--- src/rtl/sd_pkg.sv ---
// Shared types and constants for the SD DAT-line transmit path.
package sd_pkg;

  typedef enum logic [2:0] {
    ST_IDLE,
    ST_STRT,
    ST_DATA,
    ST_CRC,
    ST_ENDB,
    ST_DONE
  } sd_tx_state_t;

  localparam logic [15:0] CRC16_POLY   = 16'h1021;
  localparam logic        SD_START_BIT = 1'b0;
  localparam logic        SD_END_BIT   = 1'b1;

endpackage

--- src/rtl/sd_crc16_lane.sv ---
// Per-lane CRC16 (x^16+x^12+x^5+1), zero seed, MSB-first, one bit per enabled cycle.
module sd_crc16_lane
  import sd_pkg::*;
(
  input  logic        sd_clk,
  input  logic        rst,
  input  logic        clr,
  input  logic        en,
  input  logic        data_bit,
  output logic [15:0] crc
);

  logic fb;
  assign fb = crc[15] ^ data_bit;

  always_ff @(posedge sd_clk or posedge rst) begin
    if (rst)
      crc <= '0;
    else if (clr)
      crc <= '0;
    else if (en)
      crc <= {crc[14:0], 1'b0} ^ (fb ? CRC16_POLY : 16'h0000);
  end

endmodule

--- src/rtl/sd_data_tx_sequencer.sv ---
// Serializes one SD data block (start bit, payload, per-lane CRC16, end bit) onto DAT[3:0].
//
//   state | meaning
//   IDLE  | bus released, waiting for start with nonzero length
//   STRT  | start bit on active lanes, byte 0 requested
//   DATA  | payload bits shifting out MSB first
//   CRC   | 16 frozen CRC bits per active lane, MSB first
//   ENDB  | end bit on active lanes
//   DONE  | bus released, done pulse
module sd_data_tx_sequencer
  import sd_pkg::*;
#(
  parameter int LEN_W = 12
) (
  input  logic             sd_clk,
  input  logic             rst,
  input  logic             start,
  input  logic             bus_4bit,
  input  logic [LEN_W-1:0] blk_len,
  input  logic [7:0]       data_in,
  input  logic             data_valid,
  output logic             data_ready,
  output logic [3:0]       dat_o,
  output logic             dat_oe,
  output logic             busy,
  output logic             done,
  output logic             underrun
);

  sd_tx_state_t     state;
  logic             mode4;
  logic [LEN_W-1:0] byte_cnt;
  logic [2:0]       bit_cnt;
  logic [3:0]       crc_cnt;
  logic [7:0]       sreg;

  logic        take;
  logic        shift;
  logic        need_byte;
  logic        crc_en;
  logic        crc_clr;
  logic [7:0]  src;
  logic [7:0]  sreg_nxt;
  logic [3:0]  nxt_bits;
  logic [3:0]  crc_idx;
  logic [3:0]  crc_bits;
  logic [3:0]  crc_lanes;
  logic [15:0] crc_q [4];

  // The CRCs advance on the same edge that puts a payload bit on the bus,
  // so entering CRC state they already include the last data bit.
  always_comb begin
    shift     = 1'b0;
    need_byte = 1'b0;
    case (state)
      ST_STRT: need_byte = 1'b1;
      ST_DATA: begin
        shift     = (bit_cnt != 3'd0);
        need_byte = (bit_cnt == 3'd0) && (byte_cnt != '0);
      end
      default: ;
    endcase
    take     = need_byte && data_valid;
    src      = take ? data_in : sreg;
    nxt_bits = mode4 ? src[7:4] : {3'b111, src[7]};
    sreg_nxt = mode4 ? {src[3:0], 4'h0} : {src[6:0], 1'b0};
    crc_en   = take || shift;
    crc_clr  = (state == ST_IDLE) && start && (blk_len != '0);
  end

  for (genvar i = 0; i < 4; i++) begin : g_lane
    sd_crc16_lane u_crc (
      .sd_clk   (sd_clk),
      .rst      (rst),
      .clr      (crc_clr),
      .en       (crc_en && (mode4 || (i == 0))),
      .data_bit (nxt_bits[i]),
      .crc      (crc_q[i])
    );
  end

  always_comb begin
    crc_idx = (state == ST_CRC) ? crc_cnt - 4'd1 : 4'd15;
    for (int i = 0; i < 4; i++)
      crc_bits[i] = crc_q[i][crc_idx];
    crc_lanes = mode4 ? crc_bits : {3'b111, crc_bits[0]};
  end

  always_ff @(posedge sd_clk or posedge rst) begin
    if (rst) begin
      state      <= ST_IDLE;
      mode4      <= 1'b0;
      byte_cnt   <= '0;
      bit_cnt    <= '0;
      crc_cnt    <= '0;
      sreg       <= '0;
      dat_o      <= 4'hF;
      dat_oe     <= 1'b0;
      busy       <= 1'b0;
      data_ready <= 1'b0;
      done       <= 1'b0;
      underrun   <= 1'b0;
    end else begin
      data_ready <= 1'b0;
      done       <= 1'b0;
      underrun   <= 1'b0;
      case (state)
        ST_IDLE: begin
          if (start && (blk_len != '0)) begin
            state      <= ST_STRT;
            mode4      <= bus_4bit;
            byte_cnt   <= blk_len;
            dat_oe     <= 1'b1;
            busy       <= 1'b1;
            data_ready <= 1'b1;
            dat_o      <= bus_4bit ? {4{SD_START_BIT}} : {3'b111, SD_START_BIT};
          end
        end
        ST_STRT, ST_DATA: begin
          if (shift) begin
            dat_o   <= nxt_bits;
            sreg    <= sreg_nxt;
            bit_cnt <= bit_cnt - 3'd1;
            if ((bit_cnt == 3'd1) && (byte_cnt != '0))
              data_ready <= 1'b1;
          end else if (need_byte) begin
            if (data_valid) begin
              state    <= ST_DATA;
              dat_o    <= nxt_bits;
              sreg     <= sreg_nxt;
              bit_cnt  <= mode4 ? 3'd1 : 3'd7;
              byte_cnt <= byte_cnt - 1'b1;
            end else begin
              state    <= ST_IDLE;
              underrun <= 1'b1;
              dat_oe   <= 1'b0;
              busy     <= 1'b0;
              dat_o    <= 4'hF;
            end
          end else begin
            state   <= ST_CRC;
            crc_cnt <= 4'd15;
            dat_o   <= crc_lanes;
          end
        end
        ST_CRC: begin
          if (crc_cnt == 4'd0) begin
            state <= ST_ENDB;
            dat_o <= mode4 ? {4{SD_END_BIT}} : {3'b111, SD_END_BIT};
          end else begin
            crc_cnt <= crc_cnt - 4'd1;
            dat_o   <= crc_lanes;
          end
        end
        ST_ENDB: begin
          state  <= ST_DONE;
          done   <= 1'b1;
          dat_oe <= 1'b0;
          busy   <= 1'b0;
          dat_o  <= 4'hF;
        end
        default: state <= ST_IDLE;
      endcase
    end
  end

endmodule

--- config.mk ---
export PLATFORM = sky130hd
export DESIGN_NAME = sd_data_tx_sequencer
export DESIGN_NICKNAME = d
export VERILOG_FILES = /design/src/rtl/sd_pkg.sv /design/src/rtl/sd_crc16_lane.sv /design/src/rtl/sd_data_tx_sequencer.sv
export SDC_FILE = /design/constraint.sdc
export NUM_CORES = 1
export LEC_CHECK = 0
export ABC_AREA = 1
export BUFFER_PORTS_ARGS = -buffer_cell sky130_fd_sc_hd__buf_4
export CORE_MARGIN = 5
export CORE_UTILIZATION = 35
export CTS_BUF_LIST = sky130_fd_sc_hd__clkbuf_8
export DETAILED_ROUTE_END_ITERATION = 16
export PLACE_DENSITY = 0.62
export SLEW_MARGIN = 20
export SYNTH_ARGS = -nofsm -noshare
export SYNTH_HDL_FRONTEND = slang
export SYNTH_HIERARCHICAL = 1
export SYNTH_SLANG_ARGS = --single-unit
--- constraint.sdc ---
create_clock -name sd_clk -period 3.5 [get_ports sd_clk]
set_input_delay 0 -clock sd_clk [delete_from_list [all_inputs] [get_ports sd_clk]]
set_output_delay 0 -clock sd_clk [all_outputs]
set_load 0.01 [all_outputs]
### Yosys cells after proc, flatten, opt, wreduce, memory -nomap -nowiden

Cells that the tools add are included.

| operators by class | value |
|---|---|
| add/sub/neg operators | 3 |
| multiply operators | 0 |
| divide/modulo/power cells | 0 |
| $lt $le $gt $ge | 1 |
| equal/unequal tests | 13 |
| shift-type cells | 0 |
| multiplexer cells | 70 |
| bitwise gates (word level) | 8 |
| reductions and logical operators | 30 |

Operator list:

| cell | number |
|---|---|
| 2-to-1 mux 16 bit | 8 |
| bitwise XOR 16 bit | 4 |
| 2-to-1 mux 13 bit | 4 |
| 2-to-1 mux 12 bit | 4 |
| 2-to-1 mux 4 bit | 12 |
| 2-to-1 mux 8 bit | 5 |
| 2-to-1 mux 3 bit | 8 |
| one-hot mux 12 bit (2 select lines) | 1 |
| nonzero test 12 bit | 2 |
| 2-to-1 mux 1 bit | 17 |
| binary-select mux 1 bit (select 4 bit) | 4 |
| one-hot mux 4 bit (4 select lines) | 1 |
| != test 2 bit (second input constant) | 6 |
| one-hot mux 3 bit (4 select lines) | 1 |
| nonzero test 2 bit | 6 |
| subtractor 12 x 1 -> 12 bit (second input constant) | 1 |
| AND reduction 5 bit | 2 |
| one-hot mux 4 bit (2 select lines) | 1 |
| logical AND 1 bit | 7 |
| == test 3 x 1 -> 1 bit (second input constant) | 2 |
| == test 3 x 2 -> 1 bit (second input constant) | 2 |
| logical NOT 3 bit | 2 |
| AND reduction 3 bit | 2 |
| nonzero test 3 bit | 2 |
| 15 further kinds | 21 |

| storage, ports and cells | value |
|---|---|
| bits in registers | 103 |
| bits in latches | 0 |
| memory bits (writable) | 0 |
| bits in read-only memories | 0 |
| input port bits | 25 |
| output and inout bits | 9 |
| logic and storage cells | 140 |
| memories | 0 |

### Longest topological paths before layout

Gate-level depths: netlist of the first run.

| depth | value |
|---|---|
| word-level depth | 11 |
| gate-level depth with buffers | 16 |
| mapped depth without buffers | 16 |

### Cells and area by module

The synthesis of the first run kept the hierarchy.

Modules (own cells, without submodules):

| module | instances | cells each | area each (µm²) | sequential area each (µm²) |
|---|---|---|---|---|
| sd_data_tx_sequencer | 1 | 498 | 3189.3 | 955.9 |
| sd_crc16_lane | 4 | 71 | 675.6 | 400.4 |

### Worst setup path after synthesis of the first run

OpenSTA, ideal clock, no wires.

| timing path | value |
|---|---|
| path type | flip-flop to flip-flop |
| from | register byte_cnt[0] |
| to | register g_lane[1].u_crc.crc[14] |
| library setup time | 0.082 ns |
| data arrival time | 2.893 ns |
| data required time | 3.418 ns |
| setup slack | 0.525 ns |
| stages on the path, launching flop included | 16 |
| path buffers | 0 |
| clock period less this slack | 2.975 ns |
| cells stage by stage | dfrtp_1 inv_1 ha_1 nand2_1 nor2_2 nand3_2 nand2_2 nand2_4 nand2_8 nand2_4 inv_2 nor2_1 inv_4 nor2_8 inv_4 o22ai_1 |

| on the way | value |
|---|---|
| cells in the longest elaborated chain, start to end | 7 |

Ends and longest elaborated chain:

| element | line | source |
|---|---|---|
| start, declared | sd_data_tx_sequencer.sv:32 | `logic [LEN_W-1:0] byte_cnt;` |
| start signal, assigned | sd_data_tx_sequencer.sv:112 | `byte_cnt <= blk_len;` |
| start signal, assigned | sd_data_tx_sequencer.sv:132 | `byte_cnt <= byte_cnt - 1'b1;` |
| nonzero test 12 bit | sd_data_tx_sequencer.sv:59 | `need_byte = (bit_cnt == 3'd0) && (byte_cnt != '0);` |
| logical AND 1 bit | sd_data_tx_sequencer.sv:59 |  |
| one-hot mux 1 bit (2 select lines) | sd_data_tx_sequencer.sv:55 | `case (state)` |
| logical AND 1 bit | sd_data_tx_sequencer.sv:63 | `take = need_byte && data_valid;` |
| logical OR 1 bit | sd_data_tx_sequencer.sv:67 | `crc_en = take \|\| shift;` |
| logical AND 1 bit | sd_data_tx_sequencer.sv:76 | `.en (crc_en && (mode4 \|\| (i == 0))),` |
| nonzero test 2 bit (no source line) | n/a |  |
| end signal, assigned | sd_crc16_lane.sv:22 | `crc <= {crc[14:0], 1'b0} ^ (fb ? CRC16_POLY : 16'h0000);` |
| end, declared | sd_crc16_lane.sv:10 | `output logic [15:0] crc` |

Every way passes these cells.
A chain may end at the register's enable or synchronous reset.

### Final worst setup path of the first run

| timing path | value |
|---|---|
| from | register byte_cnt[0] |
| to | register g_lane[2].u_crc.crc[13] |

| on the way | value |
|---|---|
| cells in the longest elaborated chain, start to end | 7 |

Ends and longest elaborated chain:

| element | line |
|---|---|
| nonzero test 12 bit | sd_data_tx_sequencer.sv:59 |
| logical AND 1 bit | sd_data_tx_sequencer.sv:59 |
| one-hot mux 1 bit (2 select lines) | sd_data_tx_sequencer.sv:55 |
| logical AND 1 bit | sd_data_tx_sequencer.sv:63 |
| logical OR 1 bit | sd_data_tx_sequencer.sv:67 |
| logical AND 1 bit | sd_data_tx_sequencer.sv:76 |
| nonzero test 2 bit (no source line) | n/a |
| end signal, assigned | sd_crc16_lane.sv:22 |
| end, declared | sd_crc16_lane.sv:10 |

Every way passes these cells.

==> summary.md, run 1 <==
| Metric | Value |
|---|---|
| Top Ports | 34 |
| Port buffer count | 33 |
| Clk pin slew, worst setup/hold paths | approximately 110 ps |
| Maxcap violations | 0 |
| Final hold vios | 0 |
| Worst r2r path cells | 15 |
| Logic pwr share | between 50 and 60% |
| Antenna diodes | 0 |
| Crit-path cells | inv_1, ha_1, nand2_1, nor2_2, nand3_2, nand2_2, nand2_4, nand2_8, nand2_4, inv_2, nor2_2, buf_4, nor2_4, inv_2, o21ai_0 |
| Largest family of logic cells by synthesized area | simple AND/OR/NAND/NOR gates |
| GRT met1 Usage | between 20 and 25% |
| CORE AREA | ~0.017 mm² |
| GR peak layer | met2 |
| Final setup TNS | 0 ps |
| Power Density | about 1000 mW/mm² |
| Simple-gate portion of the synthesized area | between 30% and 40% |
| Leak | 3.24 nW |
| Skew-Pair Late Insertion Delay | 390 ps |
| Sink Count | slightly above 100 |
| Int Pwr | between 3 and 4 mW |
| Synth Area in Compound Gates | approximately an eighth |
| Antenna viol nets, final | 0 |
| Final #Nets | ~870 |
| Critical path endpoint category | flop |
| Mapped Area | 0.00589 mm² |
| Synth-to-layout area growth | 14.8% |
| Post-Synth XOR/XNOR Area | less than 1% |
| Global routing met2 resource utilization | 26.0% |
| Chip height | roughly 140 µm |
| Fin crit period | between 2000 and 3000 ps |
| CTS tree | built |
| Worst relative slew slack | roughly 45% |
| Synth top area share | roughly two fifths |
| Yosys warnings | 6 |
| Crit path largest cell delay | 410 ps |
| CP Max Fanout | 26 |
| Vias in the first global route | 5270 |
| First-pass DRT Iterations | 5 |
| Clock buffer depth | 2 |
| Syn_nets | roughly 810 |
| Via count | between 5000 and 6000 |
| Register area share after synthesis | between 40% and 50% |
| Gpl congestion | 0.822 |
| Critical path depth in cells | 15 |
| Tot GR Track Use | 16.0% |
| Net Sw Frac | about 50% |
| Psw | 3.28 mW |
| Wirelength per Cell | 14.2 µm |
| Critical path's top delay family | simple AND/OR/NAND/NOR gates |
| Layout filler cell count | 1701 |
| Total Wirelength | between 15000 and 20000 µm |
| Final setup violation count | 0 |
| Maximum VDD drop | between 300 and 400 µV |
| Initial core utilization | approximately 36% |
| Post-CTS Setup Repair Bufs | 0 |
| Design area | just under 0.007 mm² |
| Num CTS Buffers | 9 |
| Worst-margin pin slew | approximately 830 ps |
| #FFs+latches synth | 102 |
| Synthesized instance count | 782 |
| Worst Hold Class | in -> reg |
| Mux contribution to synthesized area | 0% |
| Largest net degree at the start of global routing | 33 |
| Die ar. | 0.0195 mm² |
| Most common cell after layout, fill and taps aside | nand2_1 |
| H-tree depth | 3 |
| Clock share of power | between 10% and 20% |
| Overflow after GRT | 0 |
| WS Path Type | reg -> reg |
| Adder-cell share of the synthesized area | around 1.1% |
| WP buf/inv | 4 |
| Vias per inst | between 4 and 5 |
| Unrepaired setup endpoints after global routing | false |
| Slew Viols, Final | 0 |
| Dpl cell area | ~0.0063 mm² |
| Crit path DAT | ~3000 ps |
| Leading cell types in the layout, fill and taps excluded | nand2_1 (186), nand3_1 (118), inv_1 (109) |
| Yosys top cell by area | dfrtp_1 |
| First-pass GRT wire length | roughly 26000 µm |
| Initial DRC count | between 300 and 400 |
| Met3 Usage GRT | under 10% |
| Critical-path top delay cell | dfrtp_1 |
| WP data required | approximately 3800 ps |
| Final Cycle Share | between 70 and 80% |
| EDFF count, synth | 0 |
| Utilization after layout | 40.9% |
| Final WS setup | 807 ps |
| Drt drc | 0 |
| Top cells by area, synth | dfrtp_1 (42%), nand2_1 (12%), nand3_1 (10%) |
| Asr flop ratio synth | 100% |
| Reg power frac | a little under a third |
| Post-synth cell types | 38 |
| Initial antenna violation count | 0 |
| Worst Hold Path Cells | 4 |
| Outcome | completed |
| Setup WS pre-CTS | a little over 800 ps |
| Peak Freq | around 0.37 GHz |
| Primary FF master, synth | dfrtp_1 |
| Syn_area_per_cell | 7.53 µm² |
| Clk_skew | about 12 ps |
| Root buffer cell | clkbuf_8 |
| Layout cells sized above 1 | 13.0% |
| Die W | 140 µm |
| Startpoint type of the worst setup path | flop |
| Site Rows | 47 |
| DP HPWL | 10800 µm |
cell usage after synthesis (5+ instances only):
| cell type | instances |
|---|---|
| nand3_1 | 118 |
| nand2_2 | 5 |
| buf_2 | 6 |
| nand2_1 | 186 |
| ha_1 | 5 |
| nand3b_1 | 7 |
| nor2_2 | 5 |
| nand4_1 | 7 |
| a21oi_1 | 22 |
| nor2_4 | 8 |
| o21ai_1 | 11 |
| buf_6 | 6 |
| nor2_1 | 42 |
| dfrtp_1 | 98 |
| o21ai_0 | 56 |
| o22ai_1 | 29 |
| inv_1 | 109 |
| inv_2 | 8 |
| inv_4 | 8 |
power groups by stage:
| stage | logic [mW] | registers, mW | clock network [mW] |
|---|---|---|---|
| 3_3_place_gp | 3.60 | 2.12 | 0 |
| 6_report | 3.65 | 2.10 | 0.861 |
| 4_1_cts | 3.64 | 2.09 | 0.889 |
| 5_1_grt | 4.17 | 2.16 | 0.940 |
| 2_1_floorplan | 2.93 | 1.95 | 0 |
| 3_5_place_dp | 3.62 | 2.11 | 0 |
area by class of cell:
cell class | instances | area, µm² | area share, %
tap | 220 | 275 | 4.07
sequential | 102 | 2560 | 37.8
multi-input combinational | 535 | 2710 | 40.0
inverter | 127 | 497 | 7.34
timing repair buffer | 60 | 498 | 7.36
clock inverter | 7 | 104 | 1.54
clock buffer | 9 | 124 | 1.83
metrics by stage:
step	std cells	hold WS (ps)	total power, mW
floorplan	782	-86.3	4.88
global placement	1025	12.8	5.71
detailed placement	1025	16.6	5.73
CTS	1060	13.8	6.63
global route	1060	27.8	7.27
finish	1060	35.3	6.60
state kept, by name (all words and copies together), names as in the netlist, 3 cells and up:
register and cells:
g_lane.u_crc/crc 64, byte_cnt 12, sreg 7, crc_cnt 4, dat_o 4, bit_cnt 3, state 3
per-layer routing:
metal / vias up / wire (µm)
met3: 14 / 597
met1: 2509 / 7190
met4: 0 / 216
met5: - / 0
li1: 2669 / -
met2: 104 / 7050
kinds of logic (layout without fill, tap and decap cells):
group	count (synthesis)	in the layout
adders and majority gates	5	5
and+or+nand+nor	399	399
DFF	102	102
buffers and inverters	145	203
AOI/OAI and AO/OA	128	128
xor gates and xnor gates	3	3
worst reg2reg max path, cell delays in order, from the launching register on:
cell	delay, ps
dfrtp_1	410
inv_1	70
ha_1	210
nand2_1	120
nor2_2	180
nand3_2	110
nand2_2	130
nand2_4	110
nand2_8	120
nand2_4	190
inv_2	190
nor2_2	40
buf_4	230
nor2_4	210
inv_2	110
o21ai_0	170
final timing paths:
check	start	slack, ps	end
max in group asynchronous	rst	2610	dat_o[3]$_DFFE_PP1P_
setup reg to reg	byte_cnt[0]$_DFFE_PP0P_	810	g_lane[2].u_crc/crc[13]$_DFFE_PP0P_
min in group asynchronous	rst	150	sreg[5]$_DFFE_PP0P_
hold reg to reg	byte_cnt[9]$_DFFE_PP0P_	500	byte_cnt[9]$_DFFE_PP0P_
hold / removal	data_in[6]	40	sreg[7]$_DFFE_PP0P_
setup / recovery	byte_cnt[0]$_DFFE_PP0P_	810	g_lane[2].u_crc/crc[13]$_DFFE_PP0P_
what timing repair did:
item                       4_1_cts  5_1_grt
resized for setup                0        0
hold endpoints to repair        93        0
setup endpoints to repair        0        0
hold buffers                    19        0
No activity file was read; power rests on OpenSTA's default activity.
==> run 2: changes to the inputs <==
clock period = 2.55 ns   (was 3.5 ns; I/O delays follow)
==> run 2 against run 1 <==
  * Worst hold slack got worse by 4.3 ps
  * Setup slack worse by 560 ps
  * Non-clock buffer count up 4
  * Die area unchanged
  * Sequential power grew 33%
  * Register-to-register slack worse by 560 ps
  * Fmax is 17% higher
  * Via count shrank 0.62%
  * Combinational power rose by 41%
  * Clock skew is 1.2 ps higher
  * Clock power grew 30%
  * Critical path type unchanged
  * Largest cell class unchanged
  * Largest power group unchanged
==> summary.md, run 2 (synthesis results as in run 1) <==
| Metric | Value |
|---|---|
| WP buf/inv | 4 |
| Wirelength per Cell | 13.8 µm |
| Final #Nets | slightly below 900 |
| First-pass GRT wire length | 25500 µm |
| H-tree depth | 3 |
| Chip height | about 140 µm |
| Root buffer cell | clkbuf_8 |
| Startpoint type of the worst setup path | flop |
| Critical-path top delay cell | dfrtp_1 |
| Drt drc | 0 |
| Antenna diodes | 0 |
| WP data required | approximately 2900 ps |
| Gpl congestion | approximately 0.84 |
| Final setup violation count | 0 |
| Final hold vios | 0 |
| Synth-to-layout area growth | 15.3% |
| Outcome | completed |
| Die ar. | slightly below 0.02 mm² |
| CP Max Fanout | 24 |
| WS Path Type | reg -> reg |
| DP HPWL | approximately 11000 µm |
| Reg2reg setup slack | between 200 and 250 ps |
| Die W | approximately 140 µm |
| Slew Viols, Final | 0 |
| Total Wirelength | between 10000 and 15000 µm |
| Clk pin slew, worst setup/hold paths | between 100 and 150 ps |
| Final Cycle Share | 90.4% |
| Largest regs | g_lane.u_crc/crc (64), byte_cnt (12), sreg (7) |
| Maximum VDD drop | around 470 µV |
| Leading cell types in the layout, fill and taps excluded | nand2_1 (186), nand3_1 (118), inv_1 (109) |
| Overflow after GRT | 0 |
| Clock buffer depth | 2 |
| Layout cells sized above 1 | 13.4% |
| Total power | about 9.0 mW |
| Initial core utilization | between 30% and 40% |
| Worst Hold Class | in -> reg |
| Max FFs per register | 64 |
| Power Density | ~1300 mW/mm² |
| Crit path largest cell delay | roughly 400 ps |
| Fin crit period | approximately 2300 ps |
| Hold buffers post-CTS | 19 |
| Antenna viol nets, final | 0 |
| Unrepaired setup endpoints after global routing | false |
| Num CTS Buffers | 9 |
| Most common cell after layout, fill and taps aside | nand2_1 |
| Leak | around 3.3 nW |
| Top Ports | 34 |
| Tot GR Track Use | 15.8% |
| Worst-margin pin slew | roughly 640 ps |
| Vias in the first global route | around 5200 |
| Largest net degree at the start of global routing | 39 |
| Skew-Pair Late Insertion Delay | around 400 ps |
| Initial DRC count | roughly 310 |
| Via count | 5263 |
| Site Rows | 47 |
| Crit-path cells | inv_1, ha_1, nand2_1, nor2_2, nand3_2, nand2_2, nand2_4, nand2_8, nand2_4, inv_2, nor2_2, buf_12, nor2_4, inv_2, o21ai_0 |
| Cts repair resizes | 0 |
| First-pass DRT Iterations | 5 |
| Vias per inst | roughly 4.9 |
| Sink Count | between 100 and 150 |
| Post-CTS Setup Repair Bufs | 0 |
| Clk_skew | approximately 13 ps |
| Maxcap violations | 0 |
| Peak Freq | ~0.43 GHz |
| Initial antenna violation count | 0 |
| CORE AREA | approximately 0.017 mm² |
| Critical path endpoint category | flop |
| Final setup TNS | 0 ps |
| CTS tree | built |
| Port buffer count | 33 |
| Critical path's top delay family | simple AND/OR/NAND/NOR gates |
| Crit path DAT | ~2600 ps |
| Largest Register | g_lane.u_crc/crc |
| Worst relative slew slack | between 50% and 60% |
## run 2: worst paths after layout
| check | from | to | cells after the start |
|---|---|---|---|
| max reg2reg | byte_cnt[0]$_DFFE_PP0P_ | g_lane[2].u_crc/crc[13]$_DFFE_PP0P_ | 15 |
| min reg2reg | byte_cnt[9]$_DFFE_PP0P_ | byte_cnt[9]$_DFFE_PP0P_ | 2 |
| max | byte_cnt[0]$_DFFE_PP0P_ | g_lane[2].u_crc/crc[13]$_DFFE_PP0P_ | 15 |
| min | data_in[4] | sreg[5]$_DFFE_PP0P_ | 4 |
| max in group asynchronous | rst | dat_o[0]$_DFFE_PP1P_ | 4 |
| min in group asynchronous | rst | g_lane[1].u_crc/crc[7]$_DFFE_PP0P_ | 3 |
## run 2: area by class of cell
| class | count | area, µm² |
|---|---|---|
| multi-input combinational | 535 | 2710 |
| clock buffer | 9 | 124 |
| timing repair buffer | 64 | 541 |
| fill | 1676 | 9730 |
| clock inverter | 7 | 91.3 |
| inverter | 127 | 497 |
| sequential | 102 | 2560 |
| tap | 220 | 275 |
## run 2: per-stage QoR
stage / setup slack (ps) / hold WS, ps / utilization [%] / cell area (µm²) / cells
2_1_floorplan: 40.7 / -86.3 / - / 5890 / 782
3_3_place_gp: 336 / 160 / 38.7 / 6390 / 1029
3_5_place_dp: 267 / 161 / 38.7 / 6390 / 1029
4_1_cts: 235 / 7.69 / 41.1 / 6790 / 1064
5_1_grt: 32.4 / 14.4 / 41.1 / 6790 / 1064
6_report: 244 / 30.9 / 41.1 / 6790 / 1064
## run 2: power breakdown
group	total (mW)	switching [mW]	leakage, nW	internal, mW
clock	1.12	0.639	0.105	0.477
sequential	2.79	0.483	1.32	2.31
combinational	5.14	3.37	1.82	1.77
## run 2: tightest hold or removal path, stage by stage
cell	delay, ps
buf_4	80
nand3b_1	110
a21oi_1	70
o22ai_1	120
## run 2: per-layer routing
metal  vias to the layer above  routed length [µm]  track usage [%]  part of all wire, %
li1                       2674                   -                -                    -
met2                        84                6780             25.0                   46
met3                        21                 594             3.74                  4.0
met5                         -                   0                0                    0
met1                      2484                7040             21.5                   48
met4                         0                 260             4.69                  1.8
